`src/rtl/riscv_muldiv_unit.sv`:
```
// Iterative RV32M/RV64M multiply/divide unit: one shift-add or restoring
// shift-subtract step per cycle, with sign fix-up and ready/valid on both sides.
module riscv_muldiv_unit #(
  parameter int XLEN  = 32,
  parameter int TAG_W = 5
) (
  input  logic             clk,
  input  logic             reset,
  input  logic             in_valid,
  output logic             in_ready,
  input  logic [2:0]       funct3,
  input  logic [XLEN-1:0]  op_a,
  input  logic [XLEN-1:0]  op_b,
  input  logic [TAG_W-1:0] tag_in,
  input  logic             flush,
  output logic             out_valid,
  input  logic             out_ready,
  output logic [XLEN-1:0]  result,
  output logic [TAG_W-1:0] tag_out
);

  localparam int CW = $clog2(XLEN);

  typedef enum logic [1:0] {IDLE, CALC, FIX, DONE} state_t;

  state_t              r_state, w_next;
  logic [CW-1:0]       r_cnt;
  logic [2*XLEN-1:0]   r_prod;
  logic [XLEN-1:0]     r_b, r_result;
  logic [2:0]          r_f3;
  logic                r_neg;
  logic [TAG_W-1:0]    r_tag, r_tag_out;

  function automatic logic [XLEN-1:0] neg_if(input logic [XLEN-1:0] v, input logic n);
    return n ? -v : v;
  endfunction

  // Request decode: signedness, magnitudes and the special cases that bypass CALC
  logic            w_a_signed, w_b_signed, w_a_neg, w_b_neg, w_is_div;
  logic            w_div0, w_ovf, w_special, w_accept, w_neg;
  logic [XLEN-1:0] w_a_abs, w_b_abs, w_special_res;

  assign w_is_div   = funct3[2];
  assign w_a_signed = (funct3 == 3'b001) || (funct3 == 3'b010) ||
                      (funct3 == 3'b100) || (funct3 == 3'b110);
  assign w_b_signed = (funct3 == 3'b001) || (funct3 == 3'b100) || (funct3 == 3'b110);
  assign w_a_neg    = w_a_signed & op_a[XLEN-1];
  assign w_b_neg    = w_b_signed & op_b[XLEN-1];
  assign w_a_abs    = neg_if(op_a, w_a_neg);
  assign w_b_abs    = neg_if(op_b, w_b_neg);
  assign w_neg      = (w_is_div && funct3[1]) ? w_a_neg : (w_a_neg ^ w_b_neg);
  assign w_div0     = w_is_div && (op_b == '0);
  assign w_ovf      = w_is_div && !funct3[0] && (op_b == '1) &&
                      (op_a == {1'b1, {(XLEN-1){1'b0}}});
  assign w_special  = w_div0 | w_ovf;
  assign w_special_res = w_div0 ? (funct3[1] ? op_a : '1)
                                : (funct3[1] ? '0 : op_a);
  assign w_accept   = (r_state == IDLE) && in_valid && !flush;

  // One iteration: multiplier/quotient occupies the low half, partial product/remainder the high half
  logic [XLEN:0]     w_mul_sum, w_div_shift, w_div_diff;
  logic [2*XLEN-1:0] w_mul_next, w_div_next, w_prod_neg;
  logic [XLEN-1:0]   w_fix;

  assign w_mul_sum   = {1'b0, r_prod[2*XLEN-1:XLEN]} + ({(XLEN+1){r_prod[0]}} & {1'b0, r_b});
  assign w_mul_next  = {w_mul_sum, r_prod[XLEN-1:1]};
  assign w_div_shift = {r_prod[2*XLEN-1:XLEN], r_prod[XLEN-1]};
  assign w_div_diff  = w_div_shift - {1'b0, r_b};
  assign w_div_next  = w_div_diff[XLEN] ? {w_div_shift[XLEN-1:0], r_prod[XLEN-2:0], 1'b0}
                                        : {w_div_diff[XLEN-1:0],  r_prod[XLEN-2:0], 1'b1};
  assign w_prod_neg  = r_neg ? -r_prod : r_prod;

  always_comb begin
    w_fix = r_prod[XLEN-1:0];
    case (r_f3)
      3'b001, 3'b010, 3'b011: w_fix = w_prod_neg[2*XLEN-1:XLEN];
      3'b100, 3'b101:         w_fix = neg_if(r_prod[XLEN-1:0], r_neg);
      3'b110, 3'b111:         w_fix = neg_if(r_prod[2*XLEN-1:XLEN], r_neg);
      default:                w_fix = r_prod[XLEN-1:0];
    endcase
  end

  always_ff @(posedge clk) begin
    if (reset) r_state <= IDLE;
    else       r_state <= w_next;
  end

  always_comb begin
    w_next    = r_state;
    in_ready  = 1'b0;
    out_valid = 1'b0;
    case (r_state)
      IDLE: begin
        in_ready = 1'b1;
        if (w_accept) w_next = w_special ? DONE : CALC;
      end
      CALC: begin
        if (flush)              w_next = IDLE;
        else if (r_cnt == '0)   w_next = FIX;
      end
      FIX:  w_next = flush ? IDLE : DONE;
      DONE: begin
        out_valid = 1'b1;
        if (flush || out_ready) w_next = IDLE;
      end
      default: w_next = IDLE;
    endcase
  end

  always_ff @(posedge clk) begin
    if (reset) begin
      r_cnt     <= '0;
      r_prod    <= '0;
      r_b       <= '0;
      r_f3      <= '0;
      r_neg     <= 1'b0;
      r_tag     <= '0;
      r_result  <= '0;
      r_tag_out <= '0;
    end else begin
      case (r_state)
        IDLE: if (w_accept) begin
          r_f3   <= funct3;
          r_tag  <= tag_in;
          r_neg  <= w_neg;
          r_prod <= {{XLEN{1'b0}}, w_a_abs};
          r_b    <= w_b_abs;
          r_cnt  <= CW'(XLEN-1);
          if (w_special) begin
            r_result  <= w_special_res;
            r_tag_out <= tag_in;
          end
        end
        CALC: begin
          r_prod <= r_f3[2] ? w_div_next : w_mul_next;
          r_cnt  <= r_cnt - CW'(1);
        end
        // Result/tag only move on the edge that actually enters DONE
        FIX: if (!flush) begin
          r_result  <= w_fix;
          r_tag_out <= r_tag;
        end
        default: ;
      endcase
    end
  end

  assign result  = r_result;
  assign tag_out = r_tag_out;

endmodule

```
`config.mk`:
```
export PLATFORM = sky130hd
export DESIGN_NAME = riscv_muldiv_unit
export DESIGN_NICKNAME = d
export VERILOG_FILES = /design/src/rtl/riscv_muldiv_unit.sv
export SDC_FILE = /design/constraint.sdc
export NUM_CORES = 1
export LEC_CHECK = 0
export CORE_MARGIN = 5
export CORE_UTILIZATION = 45
export DETAILED_ROUTE_END_ITERATION = 7
export DONT_BUFFER_PORTS = 1
export SYNTH_ARGS = -nofsm -noshare
export SYNTH_HDL_FRONTEND = slang
export SYNTH_SLANG_ARGS = --single-unit
```
`constraint.sdc`:
```
create_clock -name clk -period 4.6 [get_ports clk]
set_input_delay 0.92 -clock clk [delete_from_list [all_inputs] [get_ports clk]]
set_output_delay 0.92 -clock clk [all_outputs]
set_load 0.01 [all_outputs]
```
======== Yosys cells after proc, flatten, opt, wreduce, memory -nomap -nowiden ========
Index checks and enable logic that the tools add are counted.
W data, S select, Z words.
word-level totals
  bits in registers ....................... 149
cells by class
  mux-type cells .......................... 33
  eq/ne operators ......................... 21
  bitwise logic cells ..................... 5
  reduce and logical (&&, ||, !) cells .... 27
  add/sub/neg operators ................... 8
operator list
  kind                    count
  $mux W32                10
  $mux W64                4
  $neg A32 Y32            4
  $pmux W64 S2            1
  $pmux W32 S3            1
  $eq A32 B32 Y1 const B  2
  $neg A64 Y64            1
  $pmux W32 S2            1
  $add A32 B33 Y33        1
  $and A33 B32 Y33        1
  $sub A33 B32 Y33        1
  $logic_not A32 Y1       1
  $mux W5                 4
  $pmux W5 S2             2
  $eq A3 B3 Y1 const B    6
  $mux W2                 6
  $eq A3 B2 Y1 const B    3
  $ne A2 B2 Y1 const B    4
  $pmux W2 S4             1
  $logic_and A1 B1 Y1     7
  $eq A3 B1 Y1 const B    2
  $logic_or A1 B1 Y1      6
  $logic_not A5 Y1        1
  $sub A5 B1 Y5 const B   1
  15 further kinds        23

======== Longest topological paths before layout ========
Gate-level depths: netlist of the first run.
  depth in word-level cells ............... 8
  gate-level depth with buffers ........... 14
  depth with buffers taken out ............ 13

======== Worst setup path after synthesis of the first run ========
No wires, ideal clock.
  kind .................................... input -> register
  start point ............................. input op_b[0]
  end point ............................... register r_result[23], in the netlist result[23]
  arrival time ............................ 3.432 ns
  stages on the path ...................... 11
  buffers on the path ..................... 1
  library setup time ...................... 0.086 ns
  setup slack ............................. 1.083 ns
  cell sequence ........................... inv_1 > ha_1 > or3b_2 > nor3_2 > nand3b_1 > nor4_2 > clkbuf_1 > nor2_1 > o211ai_1 > o311ai_1 > a211oi_1
between the ends
  word-level cells in the longest chain between the ends .. 6
  elaborated cells on any way between the ends .. 12
  classes of those cells .................. 2 x eq/ne; 4 x mux; 1 x bitwise; 5 x reduce/logical
ends and longest elaborated chain
  item                                                                line     text
  start, declared                                                     13       input logic [XLEN-1:0] op_b,
  $eq A32 B32 Y1 / $logic_not A32 Y1 (equally long branches)          53, 52
  $logic_and A1 B1 Y1 (on tied branches)                              53, 52
  $logic_and A1 B1 Y1 / $mux W32 (equally long branches)              53, 56
  $or A1 B1 Y1 / $mux W32 (equally long branches)                     55, 129
  $ne A2 B2 Y1 (no line) / $mux W32 (equally long branches)           -
  $reduce_and A4 Y1 (no line) / $pmux W32 S2 (equally long branches)  -
  end signal, assigned                                                130      r_result <= w_special_res;
  end signal, assigned                                                140      r_result <= w_fix;
  end, declared                                                       29       logic [XLEN-1:0] r_b, r_result;
Parallel ways exist; a longest one is shown, timed or not. The select of a mux whose other input is x is not followed.
A chain may end at the register's enable or synchronous reset.

======== Worst setup path after layout of the first run ========
  start point ............................. register r_prod[31]
  end point ............................... register r_prod[60]
between the ends
  word-level cells in the longest chain between the ends .. 4
ends and longest elaborated chain
  item                    line  text
  start, declared         28    logic [2*XLEN-1:0] r_prod;
  start signal, assigned  126   r_prod <= {{XLEN{1'b0}}, w_a_abs};
  start signal, assigned  135   r_prod <= r_f3[2] ? w_div_next : w_mul_next;
  $sub A33 B32 Y33        68    assign w_div_diff = w_div_shift - {1'b0, r_b};
  $mux W64                69    assign w_div_next = w_div_diff[XLEN] ? {w_div_shift[XLEN-1:0], r_prod[XLEN-2:0], 1'b0}
  $mux W64                135
  $pmux W64 S2            121   case (r_state)
Every way passes these cells.

==> impl_summary.log, run 1 <==
[metrics] run status: finished clean
[metrics] average wire length per cell after detail routing: 24.0 um
[metrics] number of buffers created by CTS: 17
[metrics] layer carrying the most global-route usage: met2
[metrics] total placed cells including tap cells: 2433
[metrics] clk_skew: between 10 and 15 ps
[metrics] I/O pin cnt: approximately 120
[metrics] final hold violations: 0
[metrics] via count: 16000
[metrics] leading register cell type out of synthesis: sky130_fd_sc_hd__dfxtp_1
[metrics] # clock sinks: between 100 and 150
[metrics] GRT Util Overall: roughly 31%
[metrics] final wirelength: around 60 mm
[metrics] vias in the first global route: 14800
[metrics] number of distinct library cells after synthesis: 84
[metrics] Yosys warnings: 0
[metrics] total grt overflow: 0
[metrics] number of cells traversed by the worst hold path: 2
[metrics] count of H-tree levels built during CTS: 4
[metrics] chip width: 193 um
[metrics] clock latency of the later-clocked register in the worst-skew pair: 460 ps
[metrics] fin nets: 2154
[metrics] power per cell area: 250 nW/um^2
[metrics] Mapped Cells: 2084
[metrics] clock slew seen by the registers of the worst setup and hold paths: 70 ps
[metrics] number of placement rows: 67
[metrics] Initial DRT Pass Iterations: 6
[metrics] gpl congestion: 1.05
[metrics] average size of a mapped cell: 7.21 um^2
[metrics] RSZ-0062 raised after global routing: no
[metrics] initial antenna violation count: 0
[metrics] number of cells upsized or downsized after cts: 0
[metrics] CTS tree: built
[metrics] number of diodes added for antenna fixing: 0
[metrics] total standard cell area after synthesis: 15000 um^2
[metrics] die footprint: 37100 um^2
[metrics] number of buffers inserted by hold repair at cts: 0
[metrics] DRC violation count after routing: 0
[metrics] pin count of the biggest net entering global routing: around 120
[metrics] total of max-cap violations: 0
[metrics] hold slack final: 453 ps
[metrics] number of port buffers: 0
[metrics] worst-margin pin slew: around 1200 ps
[metrics] fraction of met3 tracks used by global routing: 4.99%
[metrics] worst hold-check path type: reg -> reg
[metrics] number of enable flip-flop cells after synthesis: 0
[metrics] cell chosen for the clock root: sky130_fd_sc_hd__clkbuf_16
[metrics] first-pass GRT wire length: 89.1 mm
[metrics] share of the yosys chip area belonging to registers: between 10% and 20%
[metrics] M2 GR Usage: ~50%
[metrics] DIE HEIGHT: 193 um
[metrics] most instantiated cells after synthesis: 222 x sky130_fd_sc_hd__nor2_1, 198 x sky130_fd_sc_hd__nand2_1, 153 x sky130_fd_sc_hd__a21oi_1
[metrics] post-layout util: between 40% and 50%
[metrics] endpoint kind of the worst setup timing path: flop
[metrics] static leakage: 0.00595 uW
[metrics] Post-CTS Setup Bufs: 0
[metrics] syn nets: 2234
[metrics] proportion of netlist area held by the largest area contributor: 19.9%
[metrics] number of register bits inferred by synthesis: 149
[metrics] start-to-end type of the worst setup path: reg -> reg
[metrics] Initial Utilization: 45.1%
[metrics] cell type with the largest total area after synthesis: sky130_fd_sc_hd__dfxtp_1
[metrics] maximum clock frequency: 255 MHz
[metrics] Post-Route Setup TNS: 0 ps
[metrics] final setup violating endpoints: 0
[metrics] Critical Path AT: 4260 ps
[metrics] Critical Path Fanout Max: 25
[metrics] relative max-transition margin: between 15 and 20%
[metrics] fraction of layout instances using a drive strength above 1: 7.04%
[metrics] Vias/cell: 6.48
[metrics] IR Drop Worst-Case VDD: roughly 0.00029 V
[metrics] Worst Path Required: about 4900 ps
[metrics] part of the cycle the worst path needs: 85.3%
[metrics] most instantiated library cell after synthesis: sky130_fd_sc_hd__nor2_1
[metrics] maximum buffer depth of the clock tree: 2
[metrics] Final Non-Filler Cells: approximately 2500
[metrics] first-iteration detailed-routing DRC count: roughly 1700
[metrics] remaining antenna violation count after routing: 0
[metrics] category of the worst setup path launch point: flop
[metrics] depth of the worst register-to-register path: 13
[metrics] HPWL reported at the end of detailed placement: 45.0 mm
[metrics] max-slew violation count: 0
[metrics] signed area change from the synthesized netlist to the final layout: 7.19%
[metrics] final worst path period need: 3930 ps
[metrics] leading post-synthesis cells by cell area: sky130_fd_sc_hd__dfxtp_1 20%, sky130_fd_sc_hd__ha_1 5.9%, sky130_fd_sc_hd__nor2_1 5.5%
[metrics] met1 Use GR: 38.4%
[metrics] Synth async-reset ratio: 0%
[metrics] Core Region: 33300 um^2
state kept, by name, indices dropped and copies added, names as in the netlist:
signal / count
r_state: 2
r_neg: 1
tag_out: 5
result: 32
r_tag: 5
r_prod: 64
r_f3: 3
r_cnt: 5
r_b: 32
kinds of logic after synthesis:
family | share of synthesized area, %
and+or+nand+nor | 22.6
AOI/OAI and AO/OA | 29.9
buffers and inverters | 6.05
xor gates and xnor gates | 9.38
DFF | 19.9
adders and majority gates | 8.05
muxes | 4.16
placed cells by master (no fill, tap or decap), types with 23 or more instances in the layout:
master	netlist	routed
sky130_fd_sc_hd__nand3_1	41	41
sky130_fd_sc_hd__nor2_1	222	220
sky130_fd_sc_hd__xnor2_1	84	84
sky130_fd_sc_hd__nand2_1	198	198
sky130_fd_sc_hd__o211ai_1	24	24
sky130_fd_sc_hd__maj3_1	28	28
sky130_fd_sc_hd__a21o_1	24	24
sky130_fd_sc_hd__nand4_1	30	30
sky130_fd_sc_hd__a22oi_1	27	27
sky130_fd_sc_hd__a311oi_1	26	26
sky130_fd_sc_hd__inv_1	70	70
sky130_fd_sc_hd__ha_1	71	71
sky130_fd_sc_hd__a21oi_1	153	153
sky130_fd_sc_hd__xor2_1	75	75
sky130_fd_sc_hd__mux2i_1	58	58
sky130_fd_sc_hd__o31ai_1	33	32
sky130_fd_sc_hd__nor3_1	39	37
sky130_fd_sc_hd__o21ai_0	141	141
sky130_fd_sc_hd__dfxtp_1	149	147
sky130_fd_sc_hd__or3_1	26	26
sky130_fd_sc_hd__nand2b_1	23	23
sky130_fd_sc_hd__buf_4	3	60
sky130_fd_sc_hd__a211oi_1	98	98
final timing paths:
| kind | startpoint | end | slack [ps] |
|---|---|---|---|
| worst max-delay path | r_prod[31]$_SDFFE_PP0P_ | r_prod[60]$_SDFFE_PP0P_ | 670 |
| worst max register to register | r_prod[31]$_SDFFE_PP0P_ | r_prod[60]$_SDFFE_PP0P_ | 670 |
| worst min-delay path | r_tag[1]$_SDFFE_PP0P_ | r_tag[1]$_SDFFE_PP0P_ | 450 |
| worst min register to register | r_tag[1]$_SDFFE_PP0P_ | r_tag[1]$_SDFFE_PP0P_ | 450 |
layout make-up:
type	count	area (um^2)
Fill cell	3436	17200
Multi-Input combinational cell	1703	11200
Sequential cell	149	2990
Tap cell	448	561
Timing Repair Buffer	62	490
Clock buffer	19	453
Inverter	71	267
Clock inverter	13	146
stage by stage:
| step | total power, uW | setup slack (ps) | cell area [um^2] |
|---|---|---|---|
| global route | 4190 | 356 | 16100 |
| detailed placement | 2550 | 469 | 15500 |
| CTS | 4010 | 699 | 16100 |
| floorplan | 2250 | 1080 | 15000 |
| finish | 4030 | 674 | 16100 |
| global placement | 2550 | 569 | 15500 |
routing by layer:
layer  vias up  wire length (um)
li1       7533                 -
met1      7588             23900
met2       703             27500
met3       156              4040
met4         0              3880
met5         -                 0
power by group:
group	leakage (uW)	total, uW	switching [uW]	internal [uW]
logic	0.00444	1110	688	421
registers	0.00121	1440	95.0	1350
clock network	0.000296	1480	640	835
critical path, stage by stage, from the launching register on:
cell and delay, ps:
sky130_fd_sc_hd__dfxtp_1 330, sky130_fd_sc_hd__inv_1 90, sky130_fd_sc_hd__ha_1 240, sky130_fd_sc_hd__fa_1 410
sky130_fd_sc_hd__nand2b_1 190, sky130_fd_sc_hd__a21oi_1 230, sky130_fd_sc_hd__o31a_1 230, sky130_fd_sc_hd__nand4_1 130
sky130_fd_sc_hd__a311oi_1 290, sky130_fd_sc_hd__o22ai_1 200, sky130_fd_sc_hd__xnor2_4 800, sky130_fd_sc_hd__buf_4 330
sky130_fd_sc_hd__mux2i_1 200, sky130_fd_sc_hd__o221ai_1 120
(Power assumes the default switching activity.)
==> inputs of run 2 (changes only) <==
--- a/config.mk
+++ b/config.mk
@@ -7,6 +7,7 @@
 export LEC_CHECK = 0
 export CORE_MARGIN = 5
 export CORE_UTILIZATION = 45
+export CTS_CLUSTER_DIAMETER = 200
 export DETAILED_ROUTE_END_ITERATION = 7
 export DONT_BUFFER_PORTS = 1
 export SYNTH_ARGS = -nofsm -noshare
==> results of run 2 <==
Final layout, timing and power as in run 1 (identical DEF).
==> inputs of run 3 (changes only) <==
==> constraint.sdc (replaced) <==
create_clock -name clk -period 4.6 [get_ports clk]
set_input_delay 0.46 -clock clk [delete_from_list [all_inputs] [get_ports clk]]
set_output_delay 0.46 -clock clk [all_outputs]
set_load 0.01 [all_outputs]
==> impl_summary.log, run 3 (same netlist as run 1, synthesis figures left out) <==
[metrics] run status: finished clean
[metrics] clock slew seen by the registers of the worst setup and hold paths: 70 ps
[metrics] depth of the worst register-to-register path: 13
[metrics] vias in the first global route: 14800
[metrics] Place WS: 757 ps
[metrics] area of combinational cells with multiple inputs: 11200 um^2
[metrics] area used by sequential logic in the layout: 2990 um^2
[metrics] worst hold path endpoint: r_tag[0]$_SDFFE_PP0P_
[metrics] number of port buffers: 0
[metrics] power spent charging and discharging nets: 1410 uW
[metrics] die footprint: 37100 um^2
[metrics] number of cells upsized or downsized after cts: 0
[metrics] total grt overflow: 0
[metrics] worst-margin pin slew: 1190 ps
[metrics] number of buffers created by CTS: 17
[metrics] Vias/cell: 6.58
[metrics] signed area change from the synthesized netlist to the final layout: 6.18%
[metrics] Most flops, register: r_prod
[metrics] final worst setup slack: 677 ps
[metrics] layer carrying the most global-route usage: met2
[metrics] CTS tree: built
[metrics] GRT Util Overall: 30.9%
[metrics] total of max-cap violations: 0
[metrics] final worst path period need: 3920 ps
[metrics] final hold violations: 0
[metrics] category of the worst setup path launch point: flop
[metrics] FILL cells: 3442
[metrics] part of the cycle the worst path needs: 85.3%
[metrics] Post-Route Setup TNS: 0 ps
[metrics] chip width: 193 um
[metrics] number of cells traversed by the worst hold path: 1
[metrics] Worst Path Required: about 4900 ps
[metrics] final wirelength: roughly 60 mm
[metrics] hold slack final: 77.3 ps
[metrics] via count: 16200
[metrics] met1 Use GR: slightly below 40%
[metrics] hold path startpoint: reset
[metrics] worst setup path startpoint: r_prod[31]$_SDFFE_PP0P_
[metrics] Critical Path AT: 4250 ps
[metrics] count of H-tree levels built during CTS: 4
[metrics] start-to-end type of the worst setup path: reg -> reg
[metrics] fin nets: ~2100
[metrics] number of flip-flops under the largest register name: 64
[metrics] fraction of met3 tracks used by global routing: 6.53%
[metrics] internal power: 2510 uW
[metrics] commonest cells after routing, fill and taps aside: 220 x sky130_fd_sc_hd__nor2_1, 198 x sky130_fd_sc_hd__nand2_1, 153 x sky130_fd_sc_hd__a21oi_1
[metrics] cell chosen for the clock root: sky130_fd_sc_hd__clkbuf_16
[metrics] maximum buffer depth of the clock tree: 2
[metrics] I/O pin cnt: 116
[metrics] pin count of the biggest net entering global routing: 124
[metrics] M2 GR Usage: 48.7%
[metrics] HPWL reported at the end of detailed placement: 45.1 mm
[metrics] Core Region: 33300 um^2
[metrics] gpl congestion: 1.06
[metrics] RSZ-0062 raised after global routing: no
[metrics] proportion of total power due to net switching: 36.0%
[metrics] combinational power share: 28.5%
[metrics] DRC violation count after routing: 0
[metrics] # clock sinks: 149
[metrics] number of diodes added for antenna fixing: 0
[metrics] fraction of layout instances using a drive strength above 1: 6.53%
[metrics] Critical Path Fanout Max: 13
[metrics] Initial DRT Pass Iterations: 6
[metrics] first-iteration detailed-routing DRC count: 1793
[metrics] relative max-transition margin: 19.9%
[metrics] average wire length per cell after detail routing: 24.2 um
[metrics] max-slew violation count: 0
[metrics] Initial Utilization: between 40% and 50%
[metrics] endpoint kind of the worst setup timing path: flop
[metrics] number of placement rows: 67
[metrics] remaining antenna violation count after routing: 0
[metrics] worst reg-to-reg setup slack: 680 ps
[metrics] clock network fraction of total power: 34.7%
[metrics] sequential share of power: 36.8%
[metrics] clock latency of the later-clocked register in the worst-skew pair: 460 ps
[metrics] reg-to-reg endpoint: r_prod[47]$_SDFFE_PP0P_
[metrics] DIE HEIGHT: 193 um
[metrics] beginning of the worst register-to-register path: r_prod[31]$_SDFFE_PP0P_
[metrics] number of buffers inserted by hold repair at cts: 0
[metrics] initial antenna violation count: 0
[metrics] static leakage: 0.00587 uW
[metrics] worst hold-check path type: in -> reg
[metrics] power per cell area: 246 nW/um^2
[metrics] Post-CTS Setup Bufs: 0
[metrics] first-pass GRT wire length: slightly below 90 mm
[metrics] clk_skew: 12.0 ps
[metrics] most frequent standard cell in the layout excluding fill and tap cells: sky130_fd_sc_hd__nor2_1
[metrics] final setup violating endpoints: 0
[metrics] maximum clock frequency: 255 MHz
[metrics] IR Drop Worst-Case VDD: roughly 0.0003 V
==> run 3: final cells by class <==
cell class                 count  share of cell area, %
inverter                      71                   1.67
tap                          448                   3.51
multi-input combinational   1703                   70.2
timing repair buffer          54                   2.54
clock buffer                  18                   2.69
clock inverter                12                  0.690
sequential                   149                   18.7
==> run 3: routing by layer <==
layer / vias to the layer above / routed length [um] / share of wire [%]
li1: 7511 / - / -
met1: 7689 / 23800 / 40
met2: 766 / 26800 / 45
met3: 197 / 4720 / 7.9
met4: 0 / 4180 / 7.0
met5: - / 0 / 0
==> run 3: stage by stage <==
stage	power [uW]	utilization, %	instance area (um^2)	std cells
3_5_place_dp	2550	46.3	15400	2425
6_report	3920	47.9	16000	2455
5_1_grt	4070	47.9	16000	2455
4_1_cts	3900	47.9	16000	2455
2_1_floorplan	2250	-	15000	2084
3_3_place_gp	2540	46.3	15400	2425
==> run 3: power groups by stage <==
stage                     Combinational (uW)  Clock (uW)  Sequential (uW)
after global routing                    1210        1420             1450
after global placement                  1080           0             1460
after detailed placement                1080           0             1470
after CTS                               1090        1370             1440
after floorplan                          840           0             1410
final                                   1120        1360             1440
==> run 3: how the worst max path moves through the flow <==
| stage | end | cells past startpoint |
|---|---|---|
| floorplan | r_prod[47]$_SDFFE_PP0P_ | 14 |
| global placement | result[18]$_SDFFE_PP0P_ | 11 |
| detailed placement | r_prod[47]$_SDFFE_PP0P_ | 13 |
| CTS | r_prod[47]$_SDFFE_PP0P_ | 13 |
| global route | r_prod[47]$_SDFFE_PP0P_ | 13 |
| finish | r_prod[47]$_SDFFE_PP0P_ | 13 |
==> run 3: critical path, stage by stage, from the launching register on <==
cell and delay (ps):
sky130_fd_sc_hd__dfxtp_1 500, sky130_fd_sc_hd__inv_1 170, sky130_fd_sc_hd__ha_1 260, sky130_fd_sc_hd__fa_1 400
sky130_fd_sc_hd__nand2b_1 190, sky130_fd_sc_hd__a21oi_1 250, sky130_fd_sc_hd__o31a_1 210, sky130_fd_sc_hd__nand4_1 130
sky130_fd_sc_hd__a311oi_1 300, sky130_fd_sc_hd__o22ai_1 200, sky130_fd_sc_hd__xnor2_4 480, sky130_fd_sc_hd__buf_4 350
sky130_fd_sc_hd__mux2i_1 220, sky130_fd_sc_hd__o221ai_1 130
